**config.mk**
```make
export PLATFORM = sky130hd
export DESIGN_NAME = dense_bias_sequencer
export DESIGN_NICKNAME = d
export VERILOG_FILES = /design/src/rtl/dense_bias_sequencer.sv
export SDC_FILE = /design/constraint.sdc
export NUM_CORES = 1
export LEC_CHECK = 0
export CORE_MARGIN = 3
export CORE_UTILIZATION = 52
export CTS_BUF_LIST = sky130_fd_sc_hd__clkbuf_2 sky130_fd_sc_hd__clkbuf_4 sky130_fd_sc_hd__clkbuf_8
export DETAILED_ROUTE_END_ITERATION = 10
export PLACE_DENSITY = 0.82
export RECOVER_POWER = 100
export SETUP_SLACK_MARGIN = 0.5
export SLEW_MARGIN = 20
export SYNTH_ARGS = -nofsm -noshare
export SYNTH_HDL_FRONTEND = slang
export SYNTH_SLANG_ARGS = --single-unit
```
**constraint.sdc**
```tcl
create_clock -name clk -period 7.5 [get_ports clk]
set_clock_uncertainty 0.1 [all_clocks]
set_input_delay 1.875 -clock clk [delete_from_list [all_inputs] [get_ports clk]]
set_output_delay 1.875 -clock clk [all_outputs]
set_load 0.02 [all_outputs]
```
**src/rtl/dense_bias_sequencer.sv**
```systemverilog
// dense_bias_sequencer
// Final dense-layer sequencer of the MNIST classifier: accepts the per-class
// dot-product accumulations, adds the matching bias read from the dense bias
// LUT, streams the biased logits and reports the argmax class with a done pulse.
// Optional feature: define DENSE_BIAS_SAT_EN to make the bias add saturate
// instead of wrapping modulo 2^WORD_SIZE.

module dense_bias_sequencer #(
    parameter int WORD_SIZE   = 32,
    parameter int NUM_CLASSES = 10,
    parameter int ADR_SIZE    = $clog2(NUM_CLASSES)
) (
    input  logic                 clk,
    input  logic                 rst_n,
    input  logic                 start,
    output logic                 busy,
    input  logic                 acc_valid,
    output logic                 acc_ready,
    input  logic [WORD_SIZE-1:0] acc_data,
    output logic [ADR_SIZE-1:0]  lut_adr,
    input  logic [WORD_SIZE-1:0] lut_data,
    output logic                 out_valid,
    output logic [WORD_SIZE-1:0] out_data,
    output logic [ADR_SIZE-1:0]  out_idx,
    output logic                 done,
    output logic [ADR_SIZE-1:0]  digit,
    output logic [WORD_SIZE-1:0] max_value
);

    typedef enum logic [1:0] {
        ST_IDLE = 2'd0,
        ST_RUN  = 2'd1,
        ST_DONE = 2'd2
    } state_e;

    localparam logic [ADR_SIZE-1:0] LAST_IDX = ADR_SIZE'(NUM_CLASSES - 1);
    localparam logic [ADR_SIZE-1:0] ZERO_IDX = {ADR_SIZE{1'b0}};
    localparam logic [WORD_SIZE-1:0] ZERO_WORD = {WORD_SIZE{1'b0}};

    // Bias add: two's complement sum, clamped to the signed range when the
    // saturating build is selected, otherwise wrapping.
    function automatic logic [WORD_SIZE-1:0] bias_add(
        input logic [WORD_SIZE-1:0] a,
        input logic [WORD_SIZE-1:0] b
    );
        logic [WORD_SIZE-1:0] raw;
`ifdef DENSE_BIAS_SAT_EN
        logic ovf;
`endif
        raw = a + b;
`ifdef DENSE_BIAS_SAT_EN
        // Overflow only when both operands share a sign the result lacks.
        ovf = (a[WORD_SIZE-1] == b[WORD_SIZE-1]) && (raw[WORD_SIZE-1] != a[WORD_SIZE-1]);
        if (ovf) begin
            if (a[WORD_SIZE-1]) begin
                bias_add = {1'b1, {(WORD_SIZE-1){1'b0}}};
            end else begin
                bias_add = {1'b0, {(WORD_SIZE-1){1'b1}}};
            end
        end else begin
            bias_add = raw;
        end
`else
        bias_add = raw;
`endif
        return bias_add;
    endfunction

    state_e                state_q, state_d;
    logic [ADR_SIZE-1:0]   idx_q, idx_d;
    logic [WORD_SIZE-1:0]  max_q, max_d;
    logic [ADR_SIZE-1:0]   maxidx_q, maxidx_d;
    logic                  first_q, first_d;
    logic                  out_valid_q, out_valid_d;
    logic [WORD_SIZE-1:0]  out_data_q, out_data_d;
    logic [ADR_SIZE-1:0]   out_idx_q, out_idx_d;
    logic                  done_q, done_d;
    logic [ADR_SIZE-1:0]   digit_q, digit_d;
    logic [WORD_SIZE-1:0]  max_value_q, max_value_d;

    logic                  xfer_s;
    logic [WORD_SIZE-1:0]  sum_s;

    // Handshake and LUT address decode straight from the state register.
    always_comb begin
        busy      = (state_q != ST_IDLE);
        acc_ready = (state_q == ST_RUN);
        if (state_q == ST_RUN) begin
            lut_adr = idx_q;
        end else begin
            lut_adr = ZERO_IDX;
        end
        xfer_s = acc_valid && (state_q == ST_RUN);
        sum_s  = bias_add(acc_data, lut_data);
    end

    // Next-state, running argmax and output-register computation.
    always_comb begin
        state_d     = state_q;
        idx_d       = idx_q;
        max_d       = max_q;
        maxidx_d    = maxidx_q;
        first_d     = first_q;
        out_valid_d = 1'b0;
        out_data_d  = out_data_q;
        out_idx_d   = out_idx_q;
        done_d      = 1'b0;
        digit_d     = digit_q;
        max_value_d = max_value_q;

        case (state_q)
            ST_IDLE: begin
                if (start) begin
                    idx_d    = ZERO_IDX;
                    max_d    = ZERO_WORD;
                    maxidx_d = ZERO_IDX;
                    first_d  = 1'b1;
                    state_d  = ST_RUN;
                end else begin
                    idx_d = ZERO_IDX;
                end
            end
            ST_RUN: begin
                if (xfer_s) begin
                    out_data_d  = sum_s;
                    out_idx_d   = idx_q;
                    out_valid_d = 1'b1;
                    // Strict compare keeps the lowest index on ties.
                    if (first_q || ($signed(sum_s) > $signed(max_q))) begin
                        max_d    = sum_s;
                        maxidx_d = idx_q;
                    end else begin
                        max_d    = max_q;
                        maxidx_d = maxidx_q;
                    end
                    first_d = 1'b0;
                    if (idx_q == LAST_IDX) begin
                        state_d = ST_DONE;
                    end else begin
                        idx_d = idx_q + ADR_SIZE'(1);
                    end
                end else begin
                    state_d = ST_RUN;
                end
            end
            ST_DONE: begin
                digit_d     = maxidx_q;
                max_value_d = max_q;
                done_d      = 1'b1;
                idx_d       = ZERO_IDX;
                state_d     = ST_IDLE;
            end
            default: begin
                idx_d   = ZERO_IDX;
                state_d = ST_IDLE;
            end
        endcase
    end

    // State and output registers with synchronous active-low reset.
    always_ff @(posedge clk) begin
        if (!rst_n) begin
            state_q     <= ST_IDLE;
            idx_q       <= ZERO_IDX;
            max_q       <= ZERO_WORD;
            maxidx_q    <= ZERO_IDX;
            first_q     <= 1'b0;
            out_valid_q <= 1'b0;
            out_data_q  <= ZERO_WORD;
            out_idx_q   <= ZERO_IDX;
            done_q      <= 1'b0;
            digit_q     <= ZERO_IDX;
            max_value_q <= ZERO_WORD;
        end else begin
            state_q     <= state_d;
            idx_q       <= idx_d;
            max_q       <= max_d;
            maxidx_q    <= maxidx_d;
            first_q     <= first_d;
            out_valid_q <= out_valid_d;
            out_data_q  <= out_data_d;
            out_idx_q   <= out_idx_d;
            done_q      <= done_d;
            digit_q     <= digit_d;
            max_value_q <= max_value_d;
        end
    end

    assign out_valid = out_valid_q;
    assign out_data  = out_data_q;
    assign out_idx   = out_idx_q;
    assign done      = done_q;
    assign digit     = digit_q;
    assign max_value = max_value_q;

endmodule
```
Word-level counts from Yosys, hierarchy flattened. Index checks and enable logic that the tools add are counted.

Muxes and demuxes: 18. Reductions and logical operators: 11. $mul: 0. Bitwise logic cells: 1. Eq/ne operators: 7. $add $sub $neg: 2. Shift-type cells: 0. Div/mod/pow operators: 0. Magnitude comparators: 1.

Operator list (count): $mux 32 (3); $pmux 32 s2 (1); $add 32x32->32 (1); $gt 32x32->1 (1); $mux 4 (4); $pmux 4 s2 (1); $reduce_and 2->1 (4); $mux 2 (3); $add 4x1->4 const B (1); $eq 4x4->1 const B (1); $mux 1 (4); $ne 2x1->1 const B (2); $pmux 2 s2 (1); $reduce_and 4->1 (1); $reduce_bool 2->1 (2); $ne 3x2->1 const B (1); $reduce_and 3->1 (1); $eq 2x1->1 const B (1); $eq 2x2->1 const B (1); $logic_not 2->1 (1); $ne 2x2->1 const B (1); $pmux 1 s2 (1); $logic_and 1x1->1 (1); $logic_or 1x1->1 (1); $not 1->1 (1).

Memory bits (writable): 0. Memories: 0. Bits of input ports: 68. Flip-flop bits (word level): 117. Word-level logic and storage cells: 51. Latch bits: 0. ROM bits: 0. Output and inout bits: 80.

Logic depth before layout (Yosys ltp).
Word-level depth: 6. Depth in mapped cells: 22.

Worst setup path before layout. OpenSTA, ideal clock, no wires.

Path kind: input-to-reg. Start point: in acc_data[0]. End point: reg max_q[26]. Arrival time: 5.924 ns. Path buffers: 1. Slack: 1.417 ns. Cell stages on the path: 20. Path through: ha_1 inv_1 fa_1 and2b_1 o31a_2 o2111ai_2 a21oi_2 o21ai_2 o21a_1 o41ai_2 xor2_1 ha_1 nand4_1 nor4_1 a31oi_1 a22oi_1 nand2_2 nor3b_4 buf_4 a22o_1.

Longest elaborated chain between the ends: 5. Elaborated cells on any way between the ends: 8. Those cells by class: add/sub: 1; order compare: 1; eq/ne: 1; mux: 3; reduce/logical: 2.

Ends and longest elaborated chain: start, declared (line 19) `input logic [WORD_SIZE-1:0] acc_data,`; $add 32x32->32 (line 50) `raw = a + b;`; named net sum_s[30] (line 82) `logic [WORD_SIZE-1:0] sum_s;`; $gt 32x32->1 (line 129) `if (first_q || ($signed(sum_s) > $signed(max_q))) begin`; $logic_or 1x1->1 (line 129); $ne 2x1->1 (no source line); $reduce_and 4->1 (no source line); end signal, assigned (line 177) `max_q <= max_d;`; end, declared (line 71) `logic [WORD_SIZE-1:0] max_q, max_d;`.

The timed path passes the listed nets, and every way through them passes these cells. The select of a mux whose other input is x is not followed. A chain may end at the register's enable or synchronous reset.

Final worst setup path.
Start point: in acc_data[5]. End point: reg max_q[20].

Same word-level chain as after synthesis.

==> summary.md <==
| Metric | Value |
|---|---|
| Post-Route Utilization | `between 70% and 80%` |
| Comb pwr share | `25.8%` |
| First-pass GRT wire length | `28.5 mm` |
| Worst-skew pair later-pin latency | `roughly 420 ps` |
| Post-DP Area | `between 8000 and 9000 sq um` |
| DP HPWL | `12.8 mm` |
| Detail Route Antenna Nets | `0` |
| Failing checks | `max-capacitance violations, max-slew violations` |
| PD cells | `about 190 nW/um^2` |
| Drt first-iter violations | `488` |
| CP Cell Sequence | `clkdlybuf4s50_1 > ha_1 > and2_0 > a41o_1 > a211o_1 > o211ai_1 > a211oi_1 > o211ai_1 > o311ai_1 > xnor2_1 > inv_1 > ha_1 > nand4_1 > nor4_4 > a31oi_1 > o21ai_0 > o31a_1 > nand2_2 > nor3b_4 > buf_4 > a22o_1` |
| Drt drc | `0` |
| Die Footprint | `13900 sq um` |
| Critical path type | `primary input to flop` |
| Core area | `12100 sq um` |
| CTS clk-pin slew, worst paths | `70 ps` |
| Cell Int Power | `~1.2 mW` |
| Worst path bufs/invs | `3` |
| Cell family with most CP delay | `compound AO/OA/AOI/OAI gates` |
| RePlAce Congestion | `0.897` |
| Ports | `148` |
| Per-cell routed wire length | `15.7 microns` |
| Reg-to-reg slack, setup | `3200 ps` |
| Vias post-DR | `6267` |
| Met2 Track Usage GR | `about 41%` |
| Syn Inst Count | `795` |
| Maximum level of the CTS H-tree | `4` |
| Final critical-path share of the clock period | `between 90% and 100%` |
| Clock share of power | `between 30% and 40%` |
| Met1 Usage GRT | `about 32%` |
| Nets | `1074` |
| DIE HEIGHT | `118 microns` |
| #FFs+latches synth | `117` |
| CTS Buf Count | `17` |
| Setup TNS | `0 ps` |
| Syn_nets | `929` |
| Seq/Total Area, Yosys | `roughly 36%` |
| Syn avg cell area | `8.20 sq um` |
| Die width | `around 120 microns` |
| Slowest stage cell, crit path | `nor4_4` |
| P&R area growth vs syn | `31.5%` |
| Slew Limit Fails | `136` |
| Routed WL | `17.5 mm` |
| Yosys warning count | `0` |
| Sw frac | `30.3%` |
| Startpoint Class | `primary input` |
| Port bufs | `147` |
| Hold WS | `about 350 ps` |
| Hold Vio Cnt, Final | `0` |
| Switching power | `506 uW` |
| Routed vias/inst | `~5.6` |
| Status | `complete, but fails checks` |
| CTS Root Cell | `clkbuf_8` |
| Seq pwr share | `38.9%` |
| Fin area | `8570 sq um` |
| Worst-Margin Slew | `2590 ps` |
| DR pass1 iterations | `6` |
| Crit path max fanout | `16` |
| CTS tree | `done` |
| Layout cells sized above 1 | `6.41%` |
| Crit path largest cell delay | `410 ps` |
| EDFF count, synth | `0` |
| Tot GR Track Use | `24.5%` |
| CTS Sinks | `117` |
| Initial antenna violation count | `0` |
| CP Data Required Time | `around 7800 ps` |
| Max IR drop VDD | `around 0.13 mV` |
| Critical path capture point type | `flop` |
| Post-Syn Area | `6520 sq um` |
| Async S/R FF share, synth | `0%` |
| Starting Density | `~54%` |
| Ant. Diodes | `0` |
| Final setup violation count | `0` |
| Number of global-route vias before repair | `about 6000` |
| Leakage Power | `3.52 nW` |
| MaxCap Viol Count | `3` |
| GR peak layer | `met2` |
| Fillers | `roughly 970` |
| RSZ-0062 raised after global routing | `false` |
| Num rows | `40` |
| Overflow after GRT | `0` |
| Hold Crit Class | `flop to flop` |
| Relative slew slack | `-72.4%` |
| Fin crit period | `roughly 6900 ps` |
| Post-synth top flop | `dfxtp_1` |
| Synth unique cells | `65` |
| Largest net degree at the start of global routing | `59` |
| M3 GR Usage | `under 10%` |
| Max Fclk | `0.145 GHz` |
| Crit path arrival time | `between 7000 and 8000 ps` |
| Power after layout | `approximately 1.7 mW` |
| CTS max path bufs | `2` |
-- worst register-to-register path, cell delays in order, from the launching register on --
cell and delay [ps]:
dfxtp_1 500, nor2b_1 640, and2_0 250, clkbuf_1 1380
a22oi_2 290, buf_4 250, a21oi_2 600, a22o_1 230
-- placed cells by master, fill, tap and decap left out, drive strengths merged, types with 7 or more instances in the layout --
cell | netlist | routed
a21oi | 104 | 105
ha | 65 | 65
xnor2 | 24 | 24
nor2 | 38 | 38
and2 | 9 | 9
nand4 | 14 | 14
xor2 | 8 | 8
dfxtp | 117 | 117
nand3 | 15 | 15
a22o | 29 | 29
a211oi | 7 | 7
a21o | 12 | 12
clkdlybuf4s50 | 0 | 65
nand2 | 148 | 148
o2bb2ai | 7 | 7
inv | 55 | 55
dlygate4sd3 | 0 | 82
o21ai | 23 | 23
buf | 18 | 13
clkbuf | 21 | 24
-- power groups by stage --
stage | logic, mW | clock network (mW) | registers (mW)
final | 0.430 | 0.589 | 0.650
after floorplan | 0.270 | 0 | 0.674
after global routing | 0.476 | 0.618 | 0.651
after CTS | 0.427 | 0.590 | 0.650
after detailed placement | 0.422 | 0 | 0.664
after global placement | 0.414 | 0 | 0.664
-- cell usage after synthesis, drive strengths merged (3+ instances only) --
library cell	number	share of area, %
a211o	3	0.40
o21ai	23	1.8
a21oi	104	8.2
o211ai	4	0.54
dfxtp	117	36
inv	55	3.2
ha	65	12
clkbuf	21	1.2
a22o	29	3.9
o21bai	4	0.46
nor3b	3	0.52
nor3	3	0.23
o31a	4	0.58
nand4b	3	0.40
nor2	38	2.2
a31oi	6	0.58
or3	4	0.38
nor2b	3	0.29
a21o	12	1.4
xnor2	24	3.2
o21a	6	0.71
nand2b	5	0.48
a211oi	7	0.88
and2	9	0.86
nand3	15	1.2
o2bb2ai	7	0.94
xor2	8	1.1
buf	18	1.4
nand3b	3	0.35
a21boi	3	0.35
nor4	3	0.29
nand4	14	1.3
nand2	148	8.6
-- cell type report --
type                    count  area, sq um  share of cell area, %
multi-input cells         585         3830                   44.7
flip-flops and latches    117         2340                   27.3
repair buffers            164         1580                   18.5
clock buffers              20          269                   3.14
well taps                 168          210                   2.45
inverters                  55          206                   2.41
clock inverters            10          131                   1.53
-- layer usage --
metal  routed length [microns]  share of wire, %
met1                      7820                45
met2                      8300                47
met3                      1030               5.9
met4                       375               2.1
met5                         0                 0
-- metrics by stage --
stage               setup slack (ps)  instances
finish                           591       1119
global route                     276       1119
CTS                              529       1112
detailed placement              -226       1082
global placement               -12.7       1082
floorplan                       1420        795
-- logic make-up (layout without fill, tap and decap cells) --
group / count (synthesis) / after routing / synth area share, %
XOR/XNOR: 32 / 32 / 4.30
AND/OR/NAND/NOR: 255 / 255 / 17.5
adder cells (fa/ha/maj): 66 / 66 / 12.8
AO/OA/AOI/OAI: 229 / 230 / 23.4
flip-flops: 117 / 117 / 35.9
buffers and inverters: 94 / 249 / 5.81
multiplexers: 2 / 2 / 0.307
-- path summary, 6_finish.rpt --
kind | from | endpoint | depth (start not counted)
worst max-delay path | acc_data[5] | max_q[20]$_SDFFE_PN0P_ | 21
worst min-delay path | out_data[3]$_SDFFE_PN0P_ | out_data[3]$_SDFFE_PN0P_ | 2
worst max register to register | state_q[0]$_SDFFE_PN0P_ | max_q[24]$_SDFFE_PN0P_ | 7
worst min register to register | out_data[3]$_SDFFE_PN0P_ | out_data[3]$_SDFFE_PN0P_ | 2
-- registers in the layout, summed over array words and instances, names as in the netlist --
name       cells
max_value     32
maxidx_q       4
out_idx        4
first_q        1
idx_q          4
digit          4
state_q        2
done           1
out_valid      1
max_q         32
out_data      32
-- what timing repair did --
action	CTS	global route
pin swaps	0	3
setup endpoints to repair	29	33
buffers inserted	0	6
hold buffers	0	0
cloned	0	1
resized for setup	1	3
Note: power is estimated with default switching activity, not from simulation.
